**src/rtl/controller_poller_apb.sv**
```systemverilog
// APB3 slave polling NUM_CH serial shift-register gamepads over a shared latch/clock pair.
// Frames start on a POLL write or a periodic timer expiry and capture each pad into STATE.
module controller_poller_apb #(
  parameter int NUM_CH       = 2,
  parameter int NBITS        = 8,
  parameter int HALF_DIV     = 300,
  parameter int POLL_DEFAULT = 833333
) (
  input  logic              PCLK,
  input  logic              PRESET,
  input  logic              PSEL,
  input  logic              PENABLE,
  input  logic              PWRITE,
  input  logic [7:0]        PADDR,
  input  logic [31:0]       PWDATA,
  output logic [31:0]       PRDATA,
  output logic              PREADY,
  output logic              PSLVERR,
  output logic              contLATCH,
  output logic              contCLK,
  input  logic [NUM_CH-1:0] contREAD,
  output logic              IRQ
);

  localparam int CNT_W = $clog2(2 * HALF_DIV);
  localparam int BIT_W = (NBITS > 1) ? $clog2(NBITS) : 1;
  localparam logic [CNT_W-1:0] LATCH_LAST = CNT_W'(2 * HALF_DIV - 1);
  localparam logic [CNT_W-1:0] HALF_LAST  = CNT_W'(HALF_DIV - 1);
  localparam logic [BIT_W-1:0] BIT_LAST   = BIT_W'(NBITS - 1);

  typedef enum logic [2:0] {IDLE, LATCH, CLKHI, CLKLO, DONE} pollState_e;

  pollState_e fsmReg, fsmNext;
  logic [CNT_W-1:0] cntReg;
  logic [BIT_W-1:0] bitReg;
  logic ctrlEn, ctrlIe, irqReg, latchReg, clkReg;
  logic [23:0] pollPeriod, timerReg;
  logic [NUM_CH-1:0] changedReg, changedNext, diffVec, w1cMask;
  logic [7:0] frameCnt;
  logic [NBITS-1:0] padStateArr [NUM_CH];
  logic wrEn, pollWrite, timerExpire, trigger, phaseLast;
  logic sampleNow, doneNow, busy, latchNext, clkNext, mapped;
  logic [5:0] addrWord, stIdx;
  logic [31:0] rdData;
  logic unusedBits;

  assign wrEn        = PSEL & PENABLE & PWRITE;
  assign addrWord    = PADDR[7:2];
  assign stIdx       = addrWord - 6'd4;
  assign pollWrite   = wrEn && (addrWord == 6'd0) && PWDATA[1];
  assign timerExpire = ctrlEn && (pollPeriod != 24'd0) && (timerReg == 24'd1);
  assign trigger     = pollWrite | timerExpire;
  assign unusedBits  = ^{PADDR[1:0], PWDATA[31:24]};

  always_comb begin
    phaseLast = (fsmReg == LATCH) ? (cntReg == LATCH_LAST) : (cntReg == HALF_LAST);
  end

  // State register
  always_ff @(posedge PCLK) begin
    if (PRESET) fsmReg <= IDLE;
    else        fsmReg <= fsmNext;
  end

  // Next-state logic; triggers outside IDLE are simply not looked at
  always_comb begin
    fsmNext = fsmReg;
    case (fsmReg)
      IDLE:    if (trigger) fsmNext = LATCH;
      LATCH:   if (phaseLast) fsmNext = (NBITS == 1) ? DONE : CLKHI;
      CLKHI:   if (phaseLast) fsmNext = CLKLO;
      CLKLO:   if (phaseLast) fsmNext = (bitReg == BIT_LAST) ? DONE : CLKHI;
      DONE:    fsmNext = IDLE;
      default: fsmNext = IDLE;
    endcase
  end

  // Output decode; pad strobes come from fsmNext so the registered copies line up with the state
  always_comb begin
    busy      = (fsmReg != IDLE);
    sampleNow = phaseLast && ((fsmReg == LATCH) || (fsmReg == CLKLO));
    doneNow   = (fsmReg == DONE);
    latchNext = (fsmNext == LATCH);
    clkNext   = (fsmNext == CLKHI);
  end

  always_ff @(posedge PCLK) begin
    if (PRESET) begin
      cntReg   <= '0;
      bitReg   <= '0;
      latchReg <= 1'b0;
      clkReg   <= 1'b0;
    end else begin
      latchReg <= latchNext;
      clkReg   <= clkNext;
      if (fsmReg == IDLE || fsmReg == DONE || phaseLast) cntReg <= '0;
      else cntReg <= cntReg + CNT_W'(1);
      if (fsmReg == IDLE) bitReg <= '0;
      else if (sampleNow) bitReg <= bitReg + BIT_W'(1);
    end
  end

  // A DONE set outranks a same-cycle write-1-to-clear
  always_comb begin
    w1cMask     = (wrEn && addrWord == 6'd3) ? PWDATA[NUM_CH-1:0] : '0;
    changedNext = (changedReg & ~w1cMask) | (doneNow ? diffVec : '0);
  end

  always_ff @(posedge PCLK) begin
    if (PRESET) begin
      ctrlEn     <= 1'b0;
      ctrlIe     <= 1'b0;
      pollPeriod <= 24'(POLL_DEFAULT);
      timerReg   <= 24'(POLL_DEFAULT);
      changedReg <= '0;
      frameCnt   <= 8'd0;
      irqReg     <= 1'b0;
    end else begin
      irqReg     <= ctrlIe & (|changedReg);
      changedReg <= changedNext;
      if (wrEn && addrWord == 6'd0) begin
        ctrlEn <= PWDATA[0];
        ctrlIe <= PWDATA[2];
      end
      if (wrEn && addrWord == 6'd2) begin
        pollPeriod <= PWDATA[23:0];
        timerReg   <= PWDATA[23:0];
      end else if (ctrlEn && pollPeriod != 24'd0) begin
        timerReg <= (timerReg <= 24'd1) ? pollPeriod : timerReg - 24'd1;
      end
      if (doneNow) frameCnt <= frameCnt + 8'd1;
    end
  end

  genvar gi;
  generate
    for (gi = 0; gi < NUM_CH; gi++) begin : g_ch
      logic [NBITS-1:0] shiftBits, heldBits;
      always_ff @(posedge PCLK) begin
        if (PRESET) begin
          shiftBits <= '0;
          heldBits  <= '0;
        end else begin
          if (sampleNow) shiftBits[bitReg] <= ~contREAD[gi];
          if (doneNow) heldBits <= shiftBits;
        end
      end
      assign diffVec[gi]     = (shiftBits != heldBits);
      assign padStateArr[gi] = heldBits;
    end
  endgenerate

  always_comb begin
    rdData = '0;
    mapped = 1'b1;
    case (addrWord)
      6'd0: rdData = {29'd0, ctrlIe, 1'b0, ctrlEn};
      6'd1: rdData = {16'd0, frameCnt, 7'd0, busy};
      6'd2: rdData = {8'd0, pollPeriod};
      6'd3: rdData[NUM_CH-1:0] = changedReg;
      default: begin
        mapped = 1'b0;
        for (int i = 0; i < NUM_CH; i++) begin
          if (stIdx == 6'(i)) begin
            mapped             = 1'b1;
            rdData[NBITS-1:0] = padStateArr[i];
          end
        end
      end
    endcase
  end

  assign PRDATA    = rdData;
  assign PREADY    = 1'b1;
  assign PSLVERR   = PSEL & PENABLE & ~mapped;
  assign contLATCH = latchReg;
  assign contCLK   = clkReg;
  assign IRQ       = irqReg;

endmodule

```
**config.mk**
```make
export PLATFORM = sky130hd
export DESIGN_NAME = controller_poller_apb
export DESIGN_NICKNAME = d
export VERILOG_FILES = /design/src/rtl/controller_poller_apb.sv
export SDC_FILE = /design/constraint.sdc
export NUM_CORES = 1
export LEC_CHECK = 0
export CORE_ASPECT_RATIO = 0.6
export CORE_MARGIN = 2
export CORE_UTILIZATION = 55
export CTS_CLUSTER_SIZE = 20
export DETAILED_ROUTE_END_ITERATION = 10
export PLACE_DENSITY_LB_ADDON = 0.05
export RECOVER_POWER = 25
export SYNTH_ARGS = -nofsm -noshare
export SYNTH_HDL_FRONTEND = slang
export SYNTH_SLANG_ARGS = --single-unit
```
**constraint.sdc**
```tcl
create_clock -name PCLK -period 6.35 [get_ports PCLK]
set_input_delay 0.9525 -clock PCLK [delete_from_list [all_inputs] [get_ports PCLK]]
set_output_delay 0.9525 -clock PCLK [all_outputs]
set_load 0.02 [all_outputs]
```
# Word-level counts from Yosys, hierarchy flattened
# Cells that the tools add are included.
# word_totals
reg_bits	111
in_bits	47
output_inout_bits	37
# classes
addsub	5
n_lt_le_gt_ge	3
eq_ne	16
muxes	24
bitwise	11
n_reduce_logical	22
# op_table
cell	count
$mux W24	3
$pmux W16 S2	1
$eq A24 B1 Y1 const B	1
$le A24 B1 Y1 const B	1
$reduce_bool A24 Y1	1
$sub A24 B1 Y24 const B	1
$pmux W6 S3	1
$bwmux W8	2
$mux W8	2
$ne A8 B8 Y1	2
$mux W3	5
$eq A6 B1 Y1 const B	2
$eq A6 B2 Y1 const B	2
$logic_not A6 Y1	2
$pmux W3 S4	1
$add A10 B1 Y10 const B	1
$eq A10 B10 Y1 const B	1
$eq A10 B9 Y1 const B	1
$eq A3 B2 Y1 const B	3
$add A8 B1 Y8 const B	1
$logic_and A1 B1 Y1	8
$pmux W2 S4	1
$reduce_or A2 Y1	4
$eq A3 B1 Y1 const B	2
19 further kinds	32

# Depth between registers and ports, before layout
# depth
word_depth	8
depth_mapped	9
mapped_depth_nobuf	8

# Least setup slack after synthesis
# No wires, ideal clock.
# synth_timing
path_kind	input port to output port
from	in PADDR[6]
to	out PRDATA[10]
t_arrival_ns	2.407
required_ns	5.398
slack_ns	2.991
stages	5
path_buffers	2
cell_sequence	nor4_2 and3b_1 clkbuf_1 clkbuf_1 a22o_1
# synth_between
elab_chain_len	2
elab_cells_between_ends	3
classes_between	eq/ne: 2; mux: 1
# synth_lines
element	line	text
from (decl)	14	input logic [7:0] PADDR,
$eq A6 B2 Y1 / $eq A6 B1 Y1 (equally long branches)	156	case (addrWord)
$pmux W16 S2 (*)	156	
to (decl)	16	output logic [31:0] PRDATA,
# Mark *: on every way between the ends. The rest lies on a longest branch, timed or not.

# Worst setup path in the final report
# layout_timing
from	in PADDR[2]
to	out PRDATA[5]
# layout_between
elab_chain_len	5
elab_cells_between_ends	11
classes_between	add/sub: 1; eq/ne: 4; mux: 3; reduce/logical: 3
# layout_lines
element	line	text
$sub A6 B3 Y6	49	assign stIdx = addrWord - 6'd4;
$logic_not A6 Y1	164	if (stIdx == 6'(i)) begin
$mux W8 (2 in a row)	164	
$pmux W6 S3 (*)	156	
# Marked as above.

==> report_table.html <==
<table>
<tr><th>Metric</th><th>Value</th></tr>
<tr><th colspan="2">Status</th></tr>
<tr><td>Run status</td><td>finished, violations left</td></tr>
<tr><td>Violations in the final reports</td><td>capacitance limit, slew limit</td></tr>
<tr><th colspan="2">Detailed routing</th></tr>
<tr><td>Detailed Route WL</td><td>16.0 mm</td></tr>
<tr><td>Wire length on met1</td><td>7.85 mm</td></tr>
<tr><td>Detail Route met3 WL</td><td>1.52 mm</td></tr>
<tr><td>Count of TritonRoute iterations in the first routing pass</td><td>5</td></tr>
<tr><td>Detail-routed net length per standard cell</td><td>17.7 µm</td></tr>
<tr><td>Iteration-0 DRC Markers</td><td>518</td></tr>
<tr><td>Top routing layer used</td><td>met4</td></tr>
<tr><td>Met2 Routed Length</td><td>6.44 mm</td></tr>
<tr><td>Via Count</td><td>5,433</td></tr>
<tr><td>Detailed-route DRC error count</td><td>0</td></tr>
<tr><td>Detail Route Antenna Nets</td><td>0</td></tr>
<tr><td>Post-DR vias/cell</td><td>6.00</td></tr>
<tr><th colspan="2">Clock tree</th></tr>
<tr><td>Number of H-tree branching levels</td><td>3</td></tr>
<tr><td>Clock transition time at the flip-flop clock pins of the worst setup and hold paths</td><td>0.07 ns</td></tr>
<tr><td>Post-CTS setup buffers</td><td>0</td></tr>
<tr><td>Number of resized instances in the post-cts repair step</td><td>0</td></tr>
<tr><td>CTS tree</td><td>yes</td></tr>
<tr><td>Maximum clock insertion buffer count</td><td>2</td></tr>
<tr><td>Sink count of the clock tree</td><td>111</td></tr>
<tr><td>Buffer cell driving the clock tree root</td><td>sky130_fd_sc_hd__clkbuf_16</td></tr>
<tr><td>Clk_lat worst skew</td><td>0.36 ns</td></tr>
<tr><td>Clock buffers created by TritonCTS</td><td>9</td></tr>
<tr><td>Hold-fix buffers at CTS</td><td>0</td></tr>
<tr><th colspan="2">Worst hold path</th></tr>
<tr><td>Hold Path Sink</td><td>cntReg[0]</td></tr>
<tr><td>Beginning of the worst hold path</td><td>cntReg[0]</td></tr>
<tr><td>HP Class</td><td>reg2reg</td></tr>
<tr><td>Number of cells on the worst hold path</td><td>1</td></tr>
<tr><th colspan="2">Global routing</th></tr>
<tr><td>Global-route congestion overflow total</td><td>0</td></tr>
<tr><td>Via count of the first global-routing pass</td><td>4,983</td></tr>
<tr><td>Largest net degree at the start of global routing</td><td>97</td></tr>
<tr><td>Wire length of the first global-routing pass</td><td>25.7 mm</td></tr>
<tr><td>GR Util All Layers</td><td>28.3%</td></tr>
<tr><td>Antenna violations before repair</td><td>0</td></tr>
<tr><th colspan="2">Power</th></tr>
<tr><td>Static leakage</td><td>0.00239 µW</td></tr>
<tr><td>Power per cell area</td><td>210 mW/mm²</td></tr>
<tr><td>Maximum vdd drop</td><td>0.144 mV</td></tr>
<tr><th colspan="2">Cells and area</th></tr>
<tr><td>Finished Core Util</td><td>65.6%</td></tr>
<tr><td>Most frequent cells in the layout</td><td>sky130_fd_sc_hd__nand2_1, sky130_fd_sc_hd__dfxtp_1, sky130_fd_sc_hd__nor2_1, sky130_fd_sc_hd__clkdlybuf4s50_1, sky130_fd_sc_hd__a21oi_1</td></tr>
<tr><td>Layout-stage area growth over the synthesis result</td><td>17.4%</td></tr>
<tr><td>Antenna cell count</td><td>0</td></tr>
<tr><td>Final nets</td><td>814</td></tr>
<tr><td>Leading cell type in the layout, fill and taps excluded</td><td>sky130_fd_sc_hd__nand2_1</td></tr>
<tr><td>Share of cells above drive strength 1</td><td>6.01%</td></tr>
<tr><th colspan="2">Synth</th></tr>
<tr><td>Mean Syn Cell Area</td><td>8.08 µm²</td></tr>
<tr><td>Area fraction of the dominant cell type after synthesis</td><td>38.1%</td></tr>
<tr><td>Count of mapped cells out of synthesis</td><td>722</td></tr>
<tr><td>Cell variety after synth</td><td>65</td></tr>
<tr><td>Most common flop cell mapped by yosys</td><td>sky130_fd_sc_hd__dfxtp_1</td></tr>
<tr><td>Synthesized area</td><td>0.00584 mm²</td></tr>
<tr><td>Sequential area share after synthesis</td><td>38.1%</td></tr>
<tr><td>Post-synth top area cell</td><td>sky130_fd_sc_hd__dfxtp_1</td></tr>
<tr><td>Yosys reg bits</td><td>111</td></tr>
<tr><td>EDFF count, synth</td><td>0</td></tr>
<tr><td>Ys Warns</td><td>0</td></tr>
<tr><td>Top cells by area, synth</td><td>sky130_fd_sc_hd__dfxtp_1, sky130_fd_sc_hd__nand2_1, sky130_fd_sc_hd__a21oi_1</td></tr>
<tr><td>Share of flip-flops with an asynchronous set or reset</td><td>0%</td></tr>
<tr><th colspan="2">Timing</th></tr>
<tr><td>Transition at the pin with the smallest max-transition slack</td><td>4.09 ns</td></tr>
<tr><td>Count of endpoints failing setup in the final report</td><td>0</td></tr>
<tr><td>Setup repair after global routing missed its margin</td><td>no</td></tr>
<tr><td>Clock Skew</td><td>0.00899 ns</td></tr>
<tr><td>Maximum operating frequency</td><td>0.217 GHz</td></tr>
<tr><td>Hold violation total from the final report</td><td>0</td></tr>
<tr><td>Tcrit/Tclk final</td><td>72.6%</td></tr>
<tr><td>Max-slew violations</td><td>97</td></tr>
<tr><td>Slew Limit Headroom</td><td>-173%</td></tr>
<tr><td>Final critical path time including I/O delays and setup</td><td>4.61 ns</td></tr>
<tr><td>Final setup TNS</td><td>0 ns</td></tr>
<tr><th colspan="2">Floorplanning</th></tr>
<tr><td>X dimension of the die</td><td>137 µm</td></tr>
<tr><td>Area enclosed by the die boundary</td><td>0.0115 mm²</td></tr>
<tr><td>Count of standard-cell rows</td><td>29</td></tr>
<tr><td>Starting density of the core</td><td>55.9%</td></tr>
<tr><td>Area of the placeable core</td><td>0.0105 mm²</td></tr>
<tr><td>Ports placed on the boundary</td><td>84</td></tr>
<tr><td>Vert. Die Dim</td><td>83.8 µm</td></tr>
<tr><th colspan="2">Critical path</th></tr>
<tr><td>Arrival time at the worst endpoint</td><td>3.66 ns</td></tr>
<tr><td>Startpoint type of the worst setup path</td><td>input pin</td></tr>
<tr><td>Critical path capture point type</td><td>output pin</td></tr>
<tr><td>Required time at the worst-slack endpoint</td><td>5.40 ns</td></tr>
<tr><td>Crit Path Class</td><td>in2out</td></tr>
<tr><td>R2R setup slack</td><td>2.88 ns</td></tr>
<tr><td>Reg2Reg Capture Point</td><td>timerReg[5]</td></tr>
<tr><td>Number of cell instances on the worst register-to-register path</td><td>7</td></tr>
<tr><td>Reg-to-reg startpoint</td><td>timerReg[11]</td></tr>
<tr><td>Crit Path Max Fanout</td><td>23</td></tr>
<tr><th colspan="2">Place</th></tr>
<tr><td>Buffers on Ports</td><td>64</td></tr>
<tr><td>Final weighted congestion in routability-driven placement</td><td>0.890</td></tr>
<tr><td>Post-DP HPWL</td><td>11.0 mm</td></tr>
<tr><th colspan="2">Flow run</th></tr>
<tr><td>Max-cap violation count</td><td>1</td></tr>
</table>
==> critical path, cell delays in order <==
cell and delay (ns):
sky130_fd_sc_hd__clkdlybuf4s50_1 0.84, sky130_fd_sc_hd__and3b_1 0.93, sky130_fd_sc_hd__nand2_1 0.11, sky130_fd_sc_hd__o21ai_0 0.15, sky130_fd_sc_hd__clkdlybuf4s50_1 0.67
==> power by group <==
part | switching (µW) | total, µW | leakage (µW) | internal (µW)
logic | 35.3 | 67.7 | 0.00132 | 32.4
clock network | 278 | 670 | 0.000173 | 392
registers | 1.81 | 698 | 0.000895 | 696
total | 315 | 1440 | 0.00239 | 1120
==> cells by family after synthesis <==
logic type / Yosys count / share of synthesized area, %
XOR/XNOR: 46 / 6.90
other: 2 / 0.129
flip-flops: 111 / 38.1
buffers and inverters: 60 / 4.67
multiplexers: 33 / 5.77
AND/OR/NAND/NOR: 318 / 27.2
adder cells (fa/ha/maj): 6 / 1.29
AO/OA/AOI/OAI: 146 / 16.0
==> state kept, by name (all words and copies together) (netlist names) <==
| signal | flops |
|---|---|
| IRQ | 1 |
| bitReg | 3 |
| changedReg | 2 |
| cntReg | 10 |
| contCLK | 1 |
| contLATCH | 1 |
| ctrlEn | 1 |
| ctrlIe | 1 |
| frameCnt | 8 |
| fsmReg | 3 |
| g_ch.heldBits | 16 |
| g_ch.shiftBits | 16 |
| pollPeriod | 24 |
| timerReg | 24 |
==> how the worst max path moves through the flow <==
stage / start / cells past startpoint / endpoint
after floorplan: PADDR[6] / 5 / PRDATA[10]
after CTS: PADDR[2] / 5 / PRDATA[7]
final: PADDR[2] / 5 / PRDATA[5]
after detailed placement: PADDR[2] / 5 / PRDATA[4]
after global placement: PADDR[2] / 5 / PRDATA[7]
after global routing: PRESET / 5 / cntReg[7]
==> stage by stage <==
stage	cells	instance area (µm²)	worst slack [ns]	total power [µW]	hold WS, ns
after floorplan	729	5860	2.99	750	0.418
after global placement	889	6500	1.80	780	0.431
after detailed placement	889	6500	1.74	781	0.440
after CTS	905	6860	1.73	1440	0.455
after global routing	905	6850	1.38	1480	0.484
final	905	6850	1.74	1440	0.448
==> cell usage after synthesis (4+ instances only) <==
library cell                 n
sky130_fd_sc_hd__nand2_1   122
sky130_fd_sc_hd__dfxtp_1   111
sky130_fd_sc_hd__nor2_1     63
sky130_fd_sc_hd__a21oi_1    59
sky130_fd_sc_hd__clkbuf_1   38
sky130_fd_sc_hd__mux2i_1    28
sky130_fd_sc_hd__xnor2_1    27
sky130_fd_sc_hd__nor3_1     21
sky130_fd_sc_hd__o21ai_0    20
sky130_fd_sc_hd__xor2_1     19
sky130_fd_sc_hd__nand3_1    17
sky130_fd_sc_hd__nand2b_1   14
sky130_fd_sc_hd__nand4_1    12
sky130_fd_sc_hd__o211ai_1   12
sky130_fd_sc_hd__and2_1     11
sky130_fd_sc_hd__nor4_1     10
sky130_fd_sc_hd__buf_4       9
sky130_fd_sc_hd__a211oi_1    8
sky130_fd_sc_hd__a22o_1      8
sky130_fd_sc_hd__a31oi_1     6
sky130_fd_sc_hd__and3_1      6
sky130_fd_sc_hd__ha_1        6
sky130_fd_sc_hd__inv_1       6
sky130_fd_sc_hd__buf_2       5
sky130_fd_sc_hd__mux2_2      5
sky130_fd_sc_hd__o221ai_1    5
sky130_fd_sc_hd__or4_1       5
sky130_fd_sc_hd__or2_2       4
sky130_fd_sc_hd__or3_1       4
==> routing by layer <==
layer,vias to the layer above,track usage [%]
li1,2615,-
met1,2530,44.1
met2,272,38.2
met3,16,7.16
met4,0,7.22
met5,-,0
==> cell type report <==
type	count	area (µm²)
Inverter	6	22.5
Clock buffer	9	225
Timing Repair Buffer	75	714
Tap cell	139	174
Sequential cell	111	2220
Fill cell	837	3600
Multi-Input combinational cell	558	3370
Clock inverter	7	128
No activity file was read; power rests on OpenSTA's default activity.
